===== config.mk =====
export PLATFORM = sky130hd
export DESIGN_NAME = bias_add_scheduler_flat
export DESIGN_NICKNAME = d
export VERILOG_FILES = /design/src/rtl/bias_add_if.sv /design/src/rtl/bias_add_scheduler.sv /design/src/flat_wrapper.sv
export SDC_FILE = /design/constraint.sdc
export NUM_CORES = 1
export LEC_CHECK = 0
export BUFFER_PORTS_ARGS = -buffer_cell sky130_fd_sc_hd__buf_2
export CAP_MARGIN = 15
export CORE_ASPECT_RATIO = 1.1
export CORE_MARGIN = 2
export CORE_UTILIZATION = 50
export CTS_BUF_LIST = sky130_fd_sc_hd__clkbuf_16
export CTS_CLUSTER_DIAMETER = 60
export DETAILED_ROUTE_END_ITERATION = 10
export PLACE_DENSITY = 0.86
export SETUP_SLACK_MARGIN = 0.5
export SLEW_MARGIN = 20
export SYNTH_ARGS = -nofsm -noshare
export SYNTH_HDL_FRONTEND = slang
export SYNTH_SLANG_ARGS = --single-unit

===== constraint.sdc =====
create_clock -name clk -period 5.1 [get_ports clk]
set_input_delay 1.275 -clock clk [delete_from_list [all_inputs] [get_ports clk]]
set_output_delay 1.275 -clock clk [all_outputs]
set_load 0.005 [all_outputs]

===== src/rtl/bias_add_if.sv =====
// Valid/ready bundle between the gate accumulators, the bias-add scheduler and the activation units.
// The scheduler uses the slave modport; whoever feeds sums and drains results uses master.
interface bias_add_if #(
    parameter int DATA_WIDTH = 16,
    parameter int NUM_REQ    = 4
);
    logic [NUM_REQ-1:0]            req_valid;
    logic [NUM_REQ*DATA_WIDTH-1:0] req_data;
    logic [NUM_REQ-1:0]            req_ready;
    logic                          out_valid;
    logic [DATA_WIDTH-1:0]         out_data;
    logic [1:0]                    out_tag;
    logic                          out_ready;

    modport master (
        output req_valid, req_data, out_ready,
        input  req_ready, out_valid, out_data, out_tag
    );

    modport slave (
        input  req_valid, req_data, out_ready,
        output req_ready, out_valid, out_data, out_tag
    );
endinterface


===== src/rtl/bias_add_scheduler.sv =====
// Round-robin scheduler sharing one registered bias adder among four LSTM gate sums.
// Each granted sum is added to its gate's bias and returned tagged over a valid/ready port.
module bias_add_scheduler #(
    parameter int DATA_WIDTH = 16,
    parameter int NUM_REQ    = 4,
    parameter int BIAS_WIDTH = (DATA_WIDTH - 1) / 2
) (
    input  logic                  clk,
    input  logic                  rst,
    bias_add_if.slave             bus,
    input  logic                  i_cfg_we,
    input  logic [1:0]            i_cfg_idx,
    input  logic [BIAS_WIDTH-1:0] i_cfg_bias,
    output logic [DATA_WIDTH-1:0] o_add_m1,
    output logic [BIAS_WIDTH-1:0] o_add_m2,
    input  logic [DATA_WIDTH-1:0] i_add_m4,
    output logic                  o_busy
);

    typedef enum logic [1:0] {
        IDLE = 2'd0,
        WAIT = 2'd1,
        HOLD = 2'd2
    } state_t;

    state_t                r_state;
    logic [1:0]            r_ptr;
    logic [1:0]            r_tag;
    logic                  r_busy;
    logic                  r_out_valid;
    logic [DATA_WIDTH-1:0] r_out_data;
    logic [1:0]            r_out_tag;
    logic [BIAS_WIDTH-1:0] r_bias [NUM_REQ];

    logic [DATA_WIDTH-1:0] w_gate_data [NUM_REQ];
    logic [1:0]            w_cand_idx  [NUM_REQ];
    logic [NUM_REQ-1:0]    w_cand_hit;
    logic [1:0]            w_grant_idx;
    logic                  w_any;
    logic                  w_issue;
    logic [NUM_REQ-1:0]    w_req_ready;

    // Candidate k is the gate k places after the pointer; scanning k upward gives round-robin order.
    genvar gi;
    generate
        for (gi = 0; gi < NUM_REQ; gi++) begin : g_gate
            assign w_gate_data[gi] = bus.req_data[gi*DATA_WIDTH +: DATA_WIDTH];
            assign w_cand_idx[gi]  = r_ptr + 2'(gi);
            assign w_cand_hit[gi]  = bus.req_valid[w_cand_idx[gi]];
        end
    endgenerate

    always_comb begin
        w_grant_idx = r_ptr;
        for (int k = NUM_REQ - 1; k >= 0; k--) begin
            if (w_cand_hit[k]) begin
                w_grant_idx = w_cand_idx[k];
            end
        end
    end

    assign w_any   = |bus.req_valid;
    // Issue is suppressed while reset is held so the adder and grant lines stay quiet.
    assign w_issue = rst && (r_state == IDLE) && w_any;

    always_comb begin
        w_req_ready = '0;
        if (w_issue) begin
            w_req_ready[w_grant_idx] = 1'b1;
        end
    end

    assign bus.req_ready = w_req_ready;
    assign o_add_m1      = w_issue ? w_gate_data[w_grant_idx] : '0;
    assign o_add_m2      = w_issue ? r_bias[w_grant_idx] : '0;

    assign bus.out_valid = r_out_valid;
    assign bus.out_data  = r_out_data;
    assign bus.out_tag   = r_out_tag;
    assign o_busy        = rst && r_busy;

    // Bias file is read combinationally at issue, so a same-edge write only affects later issues.
    always_ff @(posedge clk) begin
        if (!rst) begin
            for (int b = 0; b < NUM_REQ; b++) begin
                r_bias[b] <= '0;
            end
        end else if (i_cfg_we) begin
            r_bias[i_cfg_idx] <= i_cfg_bias;
        end
    end

    always_ff @(posedge clk) begin
        if (!rst) begin
            r_state     <= IDLE;
            r_ptr       <= 2'd0;
            r_tag       <= 2'd0;
            r_busy      <= 1'b0;
            r_out_valid <= 1'b0;
            r_out_data  <= '0;
            r_out_tag   <= 2'd0;
        end else begin
            case (r_state)
                IDLE: begin
                    if (w_any) begin
                        r_tag   <= w_grant_idx;
                        r_ptr   <= w_grant_idx + 2'd1;
                        r_busy  <= 1'b1;
                        r_state <= WAIT;
                    end
                end
                WAIT: begin
                    r_out_data  <= i_add_m4;
                    r_out_tag   <= r_tag;
                    r_out_valid <= 1'b1;
                    r_state     <= HOLD;
                end
                HOLD: begin
                    if (bus.out_ready) begin
                        r_out_valid <= 1'b0;
                        r_busy      <= 1'b0;
                        r_state     <= IDLE;
                    end
                end
                default: begin
                    r_out_valid <= 1'b0;
                    r_busy      <= 1'b0;
                    r_state     <= IDLE;
                end
            endcase
        end
    end

endmodule


===== src/flat_wrapper.sv =====
// flat-port wrapper written by rule: the top's interface ports become plain ports
module bias_add_scheduler_flat 
#(
    parameter int DATA_WIDTH = 16,
    parameter int NUM_REQ    = 4,
    parameter int BIAS_WIDTH = (DATA_WIDTH - 1) / 2
)
  (clk, rst, i_cfg_we, i_cfg_idx, i_cfg_bias, o_add_m1, o_add_m2, i_add_m4, o_busy, bus_req_valid, bus_req_data, bus_out_ready, bus_req_ready, bus_out_valid, bus_out_data, bus_out_tag);
  bias_add_if #(.DATA_WIDTH(DATA_WIDTH), .NUM_REQ(NUM_REQ)) bus_i ();
  input  logic clk;
  input  logic rst;
  input  logic i_cfg_we;
  input  logic [1:0] i_cfg_idx;
  input  logic [BIAS_WIDTH-1:0] i_cfg_bias;
  output logic [DATA_WIDTH-1:0] o_add_m1;
  output logic [BIAS_WIDTH-1:0] o_add_m2;
  input  logic [DATA_WIDTH-1:0] i_add_m4;
  output logic o_busy;
  input wire logic [$bits(bus_i.req_valid)-1:0] bus_req_valid;
  input wire logic [$bits(bus_i.req_data)-1:0] bus_req_data;
  input wire logic [$bits(bus_i.out_ready)-1:0] bus_out_ready;
  output wire logic [$bits(bus_i.req_ready)-1:0] bus_req_ready;
  output wire logic [$bits(bus_i.out_valid)-1:0] bus_out_valid;
  output wire logic [$bits(bus_i.out_data)-1:0] bus_out_data;
  output wire logic [$bits(bus_i.out_tag)-1:0] bus_out_tag;
  assign bus_i.req_valid = bus_req_valid;
  assign bus_i.req_data = bus_req_data;
  assign bus_i.out_ready = bus_out_ready;
  assign bus_req_ready = bus_i.req_ready;
  assign bus_out_valid = bus_i.out_valid;
  assign bus_out_data = bus_i.out_data;
  assign bus_out_tag = bus_i.out_tag;
  bias_add_scheduler #(.DATA_WIDTH(DATA_WIDTH), .NUM_REQ(NUM_REQ), .BIAS_WIDTH(BIAS_WIDTH)) u_core (.clk(clk), .rst(rst), .bus(bus_i), .i_cfg_we(i_cfg_we), .i_cfg_idx(i_cfg_idx), .i_cfg_bias(i_cfg_bias), .o_add_m1(o_add_m1), .o_add_m2(o_add_m2), .i_add_m4(i_add_m4), .o_busy(o_busy));
endmodule

# Word-level counts from Yosys, hierarchy flattened
# Memories as Yosys holds them, arrays and structs flattened.
# Index checks and enable logic that the tools add are counted.
# classes
n_addsub,4
magnitude_cmp,7
muxes,34
bitwise,3
reduce_logical,11
n_eq_ne,4
# ops
op,n
$mux W16,3
$bmux W16 S2,1
$lt A2 B3 Y1 const B,5
$mux W2,7
$mux W7,2
$mux W1,12
$bmux W1 S2,4
$reduce_or A7 Y1,1
$pmux W1 S3,2
$pmux W2 S3,1
$reduce_and A2 Y1,3
$add A2 B1 Y2 const B,2
$add A2 B2 Y2 const B,2
$logic_and A1 B1 Y1,4
$mux W4,1
$reduce_or A4 Y1,1
$ge A3 B3 Y1 const B,1
$not A2 Y3,1
$reduce_and A3 Y1,1
$demux W1 S2,1
$eq A2 B1 Y1 const B,1
$eq A2 B2 Y1 const B,1
$ge A2 B1 Y1 const B,1
$logic_not A2 Y1,1
other kinds (3),4
# word_totals
output_inout_bits,47
word_cells,71
regBits,26
memories,1
input_bits,97
mem_bits_rw,28
# memory_table
memory,depth,word_bits,rd,rd_ports_with_merged_regs,write_ports,line_no,rtl
u_core.r_bias,4,7,1,0,4,bias_add_scheduler.sv:33,logic [BIAS_WIDTH-1:0] r_bias [NUM_REQ];

# Longest topological paths before layout
# depth
word_depth,12
mapped_depth,8
depth_no_buf,6

# Worst setup path after synthesis
# No wires, ideal clock.
# synth_path
kind,input to output
startpoint,input bus_req_valid[3]
endpoint,output bus_req_ready[1]
path_slack_ps,1180
cell_stages,8
n_path_buf,2
t_arrival_ps,2645
cell_sequence,and3b_1 > or4_4 > nand2_4 > buf_12 > buf_12 > inv_2 > ha_1 > and3_1
# synth_via
elab_chain_len,11
# synth_rtl
item,line_no,rtl
from (decl),flat_wrapper.sv:19,input wire logic [$bits(bus_i.req_valid)-1:0] bus_req_valid;
$bmux W1 S2,bias_add_scheduler.sv:49,assign w_cand_hit[gi] = bus.req_valid[w_cand_idx[gi]];
$mux W1 (not written as such),bias_add_scheduler.sv:49,
$mux W2 (3 in series),bias_add_scheduler.sv:56,if (w_cand_hit[k]) begin
$mux W2 (*),bias_add_scheduler.sv:56,
via u_core.w_grant_idx[1],bias_add_scheduler.sv:38,logic [1:0] w_grant_idx;
$lt A2 B3 Y1 (not written as such) / $ge A2 B1 Y1 (equally long branches),bias_add_scheduler.sv:69,w_req_ready[w_grant_idx] = 1'b1;
$logic_and A1 B1 Y1 (not written as such),bias_add_scheduler.sv:69,
$mux W1 (not written as such),bias_add_scheduler.sv:69,
$demux W1 S2 (*),--,
$mux W4 (*),bias_add_scheduler.sv:68,if (w_issue) begin
to (decl),flat_wrapper.sv:22,output wire logic [$bits(bus_i.req_ready)-1:0] bus_req_ready;
# The timed path passes the listed nets; every way through them passes the cells marked *. The select of a mux whose other input is x is not followed.

# Final worst setup path
# layout_path
startpoint,input bus_req_valid[3]
endpoint,output o_add_m1[9]
# layout_via
elab_chain_len,11
# layout_rtl
item,line_no,rtl
$bmux W1 S2,bias_add_scheduler.sv:49,
$mux W1 (not written as such),bias_add_scheduler.sv:49,
$mux W2 (4 in series),bias_add_scheduler.sv:56,
$not A2 Y3 (not written as such),bias_add_scheduler.sv:74,assign o_add_m1 = w_issue ? w_gate_data[w_grant_idx] : '0;
$bmux W16 S2,bias_add_scheduler.sv:74,
$mux W16 (not written as such) (2 in series),bias_add_scheduler.sv:74,
$mux W16 (*),bias_add_scheduler.sv:74,
to (decl),flat_wrapper.sv:15,output logic [DATA_WIDTH-1:0] o_add_m1;
# Mark *: on every way between the ends. The rest lies on a longest branch, timed or not. The select of a mux whose other input is x is not followed.

==> impl_metrics.py <==
metrics = {
    "clock_tree": {
        "post_cts_buffers": 0,
        "holdBufCountCts": 0,
        "clk_pin_slew_ns": 0.07,
        "cts.path.max_buffers": 2,
        "cts_resized": 0,
        "numCtsBuffers": 5,
        "clk_latency_ns": 0.29,
        "cts_root_buffer": "clkbuf_16",
        "clock_sinks": 54,
        "cts_tree": "done",
        "h-tree-depth": 2,
    },
    "placement": {
        "portBuffers": 143,
        "post-dp-hpwl_um": 5560,
        "gp_congestion": 0.8006,
    },
    "routing": {
        "ant_nets": 0,
        "drt_iter0_drc": 80,
        "drc": 0,
        "avgRoutedWirePerCell_um": 14.73,
        "via_per_inst": 5.259,
        "finalWirelength_um": 7334,
        "via_count": 2619,
        "firstDrtPassIters": 4,
    },
    "global_route": {
        "met1_usage_pct": 23.51,
        "grt_pass1_vias": 2454,
        "met3_usage_pct": 5.106,
        "grt.overflow.total": 0,
        "grt_max_degree": 43,
        "grt_use_total_pct": 21.46,
        "top_usage_layer": "met2",
        "grt_pass1_wl_um": 11250,
        "met2_usage_pct": 39.81,
        "antenna_found_initial": 0,
    },
    "timing": {
        "maxSlewViolCount": 0,
        "final-setup-viol-count": 0,
        "fin_tns_setup_ns": 0,
        "finalCriticalPeriod_ns": 4.496,
        "rsz0062_at_grt": "false",
        "relSlewSlack_pct": 37.23,
        "fin_worst_skew_ns": 0.003256,
        "fmaxAchievable_mhz": 222.4,
        "period_share_pct": 88.16,
        "hold_viol_final": 0,
        "tightest_slew_ns": 0.9395,
        "fin_hold_ws_ns": 0.4611,
    },
    "worst_setup_path": {
        "crit_type": "primary input to output pin",
        "crit_path_end_kind": "output pin",
        "worstPathArrival_ns": 3.22,
        "worst_path_most_repeated_cell": "buf_2",
        "crit_slowest_cell": "or4_4",
        "required_ns": 3.83,
        "crit_chain": "buf_2 -> and3b_1 -> or4_4 -> nand2_4 -> buf_4 -> mux2i_1 -> o22ai_2 -> buf_2",
        "critPathLaunchType": "primary input",
        "worstPathMaxFanout": 15,
        "cpPeakStageDelay_ns": 0.49,
    },
    "power": {
        "power.density_nw_per_um2": 310.3,
        "p_leak_nw": 1.824,
        "peakVddDrop_mv": 0.2644,
    },
    "floorplan": {
        "rows": 29,
        "io-pin-count": 144,
        "start_util_pct": 51.75,
        "die_y_um": 85.04,
        "fp.coreArea_sq_um": 5769,
        "die_w_um": 77.68,
        "dieArea_sq_um": 6605,
    },
    "final_layout": {
        "final_cell_mix": "buf_2 (143), mux2i_1 (49), nand2_1 (42), edfxtp_1 (28), dfxtp_1 (26)",
        "drive_gt1_share_pct": 40.38,
        "finish.utilization_pct": 66.95,
        "n_antenna_cell": 0,
        "syn_to_final_growth_pct": 29.38,
        "mostFrequentLayoutCell": "buf_2",
        "final_net_count": 521,
    },
    "synthesis": {
        "synth_nets": 384,
        "synth_top_area_cell": "edfxtp_1",
        "synth_enable_flop_cells": 28,
        "ys_types": 33,
        "ys_async_sr_fraction_pct": 0,
        "synth.avg_cell_area_sq_um": 10.55,
        "netlist_area_sq_um": 2985,
        "syn_inst": 283,
        "ys.flop_type": "edfxtp_1",
        "synth_warnings": 0,
        "seq_area_frac_synth_pct": 45.60,
        "yosys.area.top_type_share_pct": 28.16,
        "synth_area_leaders": "edfxtp_1 (28%), dfxtp_1 (17%), mux2i_1 (16%), nand2_1 (5.3%), and2_1 (5.0%)",
        "ys_seq_elements": 54,
    },
    "hold_path": {
        "hold_class": "register to register",
    },
    "run_status": {
        "outcome": "completed",
    },
    "run": {
        "cap_viol_max_count": 0,
    },
}
## routing by layer
| layer | vias to the layer above | share of wire [%] |
|---|---|---|
| met1 | 1208 | 38 |
| met3 | 8 | 8.5 |
| met2 | 117 | 52 |
| met4 | 0 | 1.9 |
| li1 | 1286 | - |
| met5 | - | 0 |
## power breakdown
group / total, mW / internal (mW) / switching (mW)
Clock: 0.326 / 0.180 / 0.146
Sequential: 0.513 / 0.494 / 0.0191
Combinational: 0.359 / 0.174 / 0.185
## worst paths after layout
| kind | slack, ns | to | from | cells after the start |
|---|---|---|---|---|
| worst max-delay path | 0.60 | o_add_m1[9] | bus_req_valid[3] | 8 |
| worst min-delay path | 0.46 | u_core.bus.out_data[7] | u_core.bus.out_data[7] | 2 |
| worst max register to register | 2.94 | u_core.r_ptr[1] | u_core.r_ptr[1] | 7 |
| worst min register to register | 0.46 | u_core.bus.out_data[7] | u_core.bus.out_data[7] | 2 |
## Yosys cell counts, types with 3 or more instances
cell type,instances
o22ai_1,16
and2_1,24
mux2i_1,49
edfxtp_1,28
o21ai_0,5
dfxtp_1,26
inv_1,3
buf_2,4
nand2_1,42
o22ai_2,8
nand2b_1,3
clkbuf_1,8
a21oi_1,4
and3_1,11
a21boi_0,18
buf_6,3
nor2b_1,8
ha_1,4
## kinds of logic (layout without fill, tap and decap cells)
| kind of cell | Yosys count | count (layout) | share of synthesized area (%) |
|---|---|---|---|
| AO/OA/AOI/OAI | 54 | 54 | 13.75 |
| adder cells (fa/ha/maj) | 4 | 4 | 1.677 |
| buffers and inverters | 22 | 160 | 4.778 |
| flip-flops | 54 | 54 | 45.60 |
| multiplexers | 49 | 49 | 16.43 |
| AND/OR/NAND/NOR | 100 | 100 | 17.77 |
## area by class of cell
| class | count | area [sq um] |
|---|---|---|
| inverters | 4 | 15.01 |
| flip-flops and latches | 54 | 1361 |
| multi-input cells | 207 | 1484 |
| well taps | 77 | 96.34 |
| repair buffers | 148 | 765.7 |
| clock inverters | 3 | 15.01 |
| fillers | 444 | 1907 |
| clock buffers | 5 | 125.1 |
## registers in the layout (all words and copies together) (netlist names)
signal	count
u_core.r_bias	28
u_core.bus.out_data	16
u_core.bus.out_tag	2
u_core.r_ptr	2
u_core.r_state	2
u_core.r_tag	2
u_core.bus.out_valid	1
u_core.r_busy	1
## worst max-delay path, delay by kind of cell
family	cells	cell delay (ns)
AO/OA/AOI/OAI	1	0.12
multiplexers	1	0.35
AND/OR/NAND/NOR	3	0.89
buffers and inverters	3	0.58
## through the flow
| stage | cells | setup WS [ns] | power, mW | instance area, sq um |
|---|---|---|---|---|
| floorplan | 283 | 1.180 | 0.7732 | 2985 |
| global placement | 490 | 0.6134 | 0.8718 | 3720 |
| detailed placement | 490 | 0.5840 | 0.8837 | 3722 |
| CTS | 498 | 0.5854 | 1.205 | 3862 |
| global route | 498 | 0.5425 | 1.259 | 3862 |
| finish | 498 | 0.6039 | 1.198 | 3862 |
No activity file was read; power rests on OpenSTA's default activity.
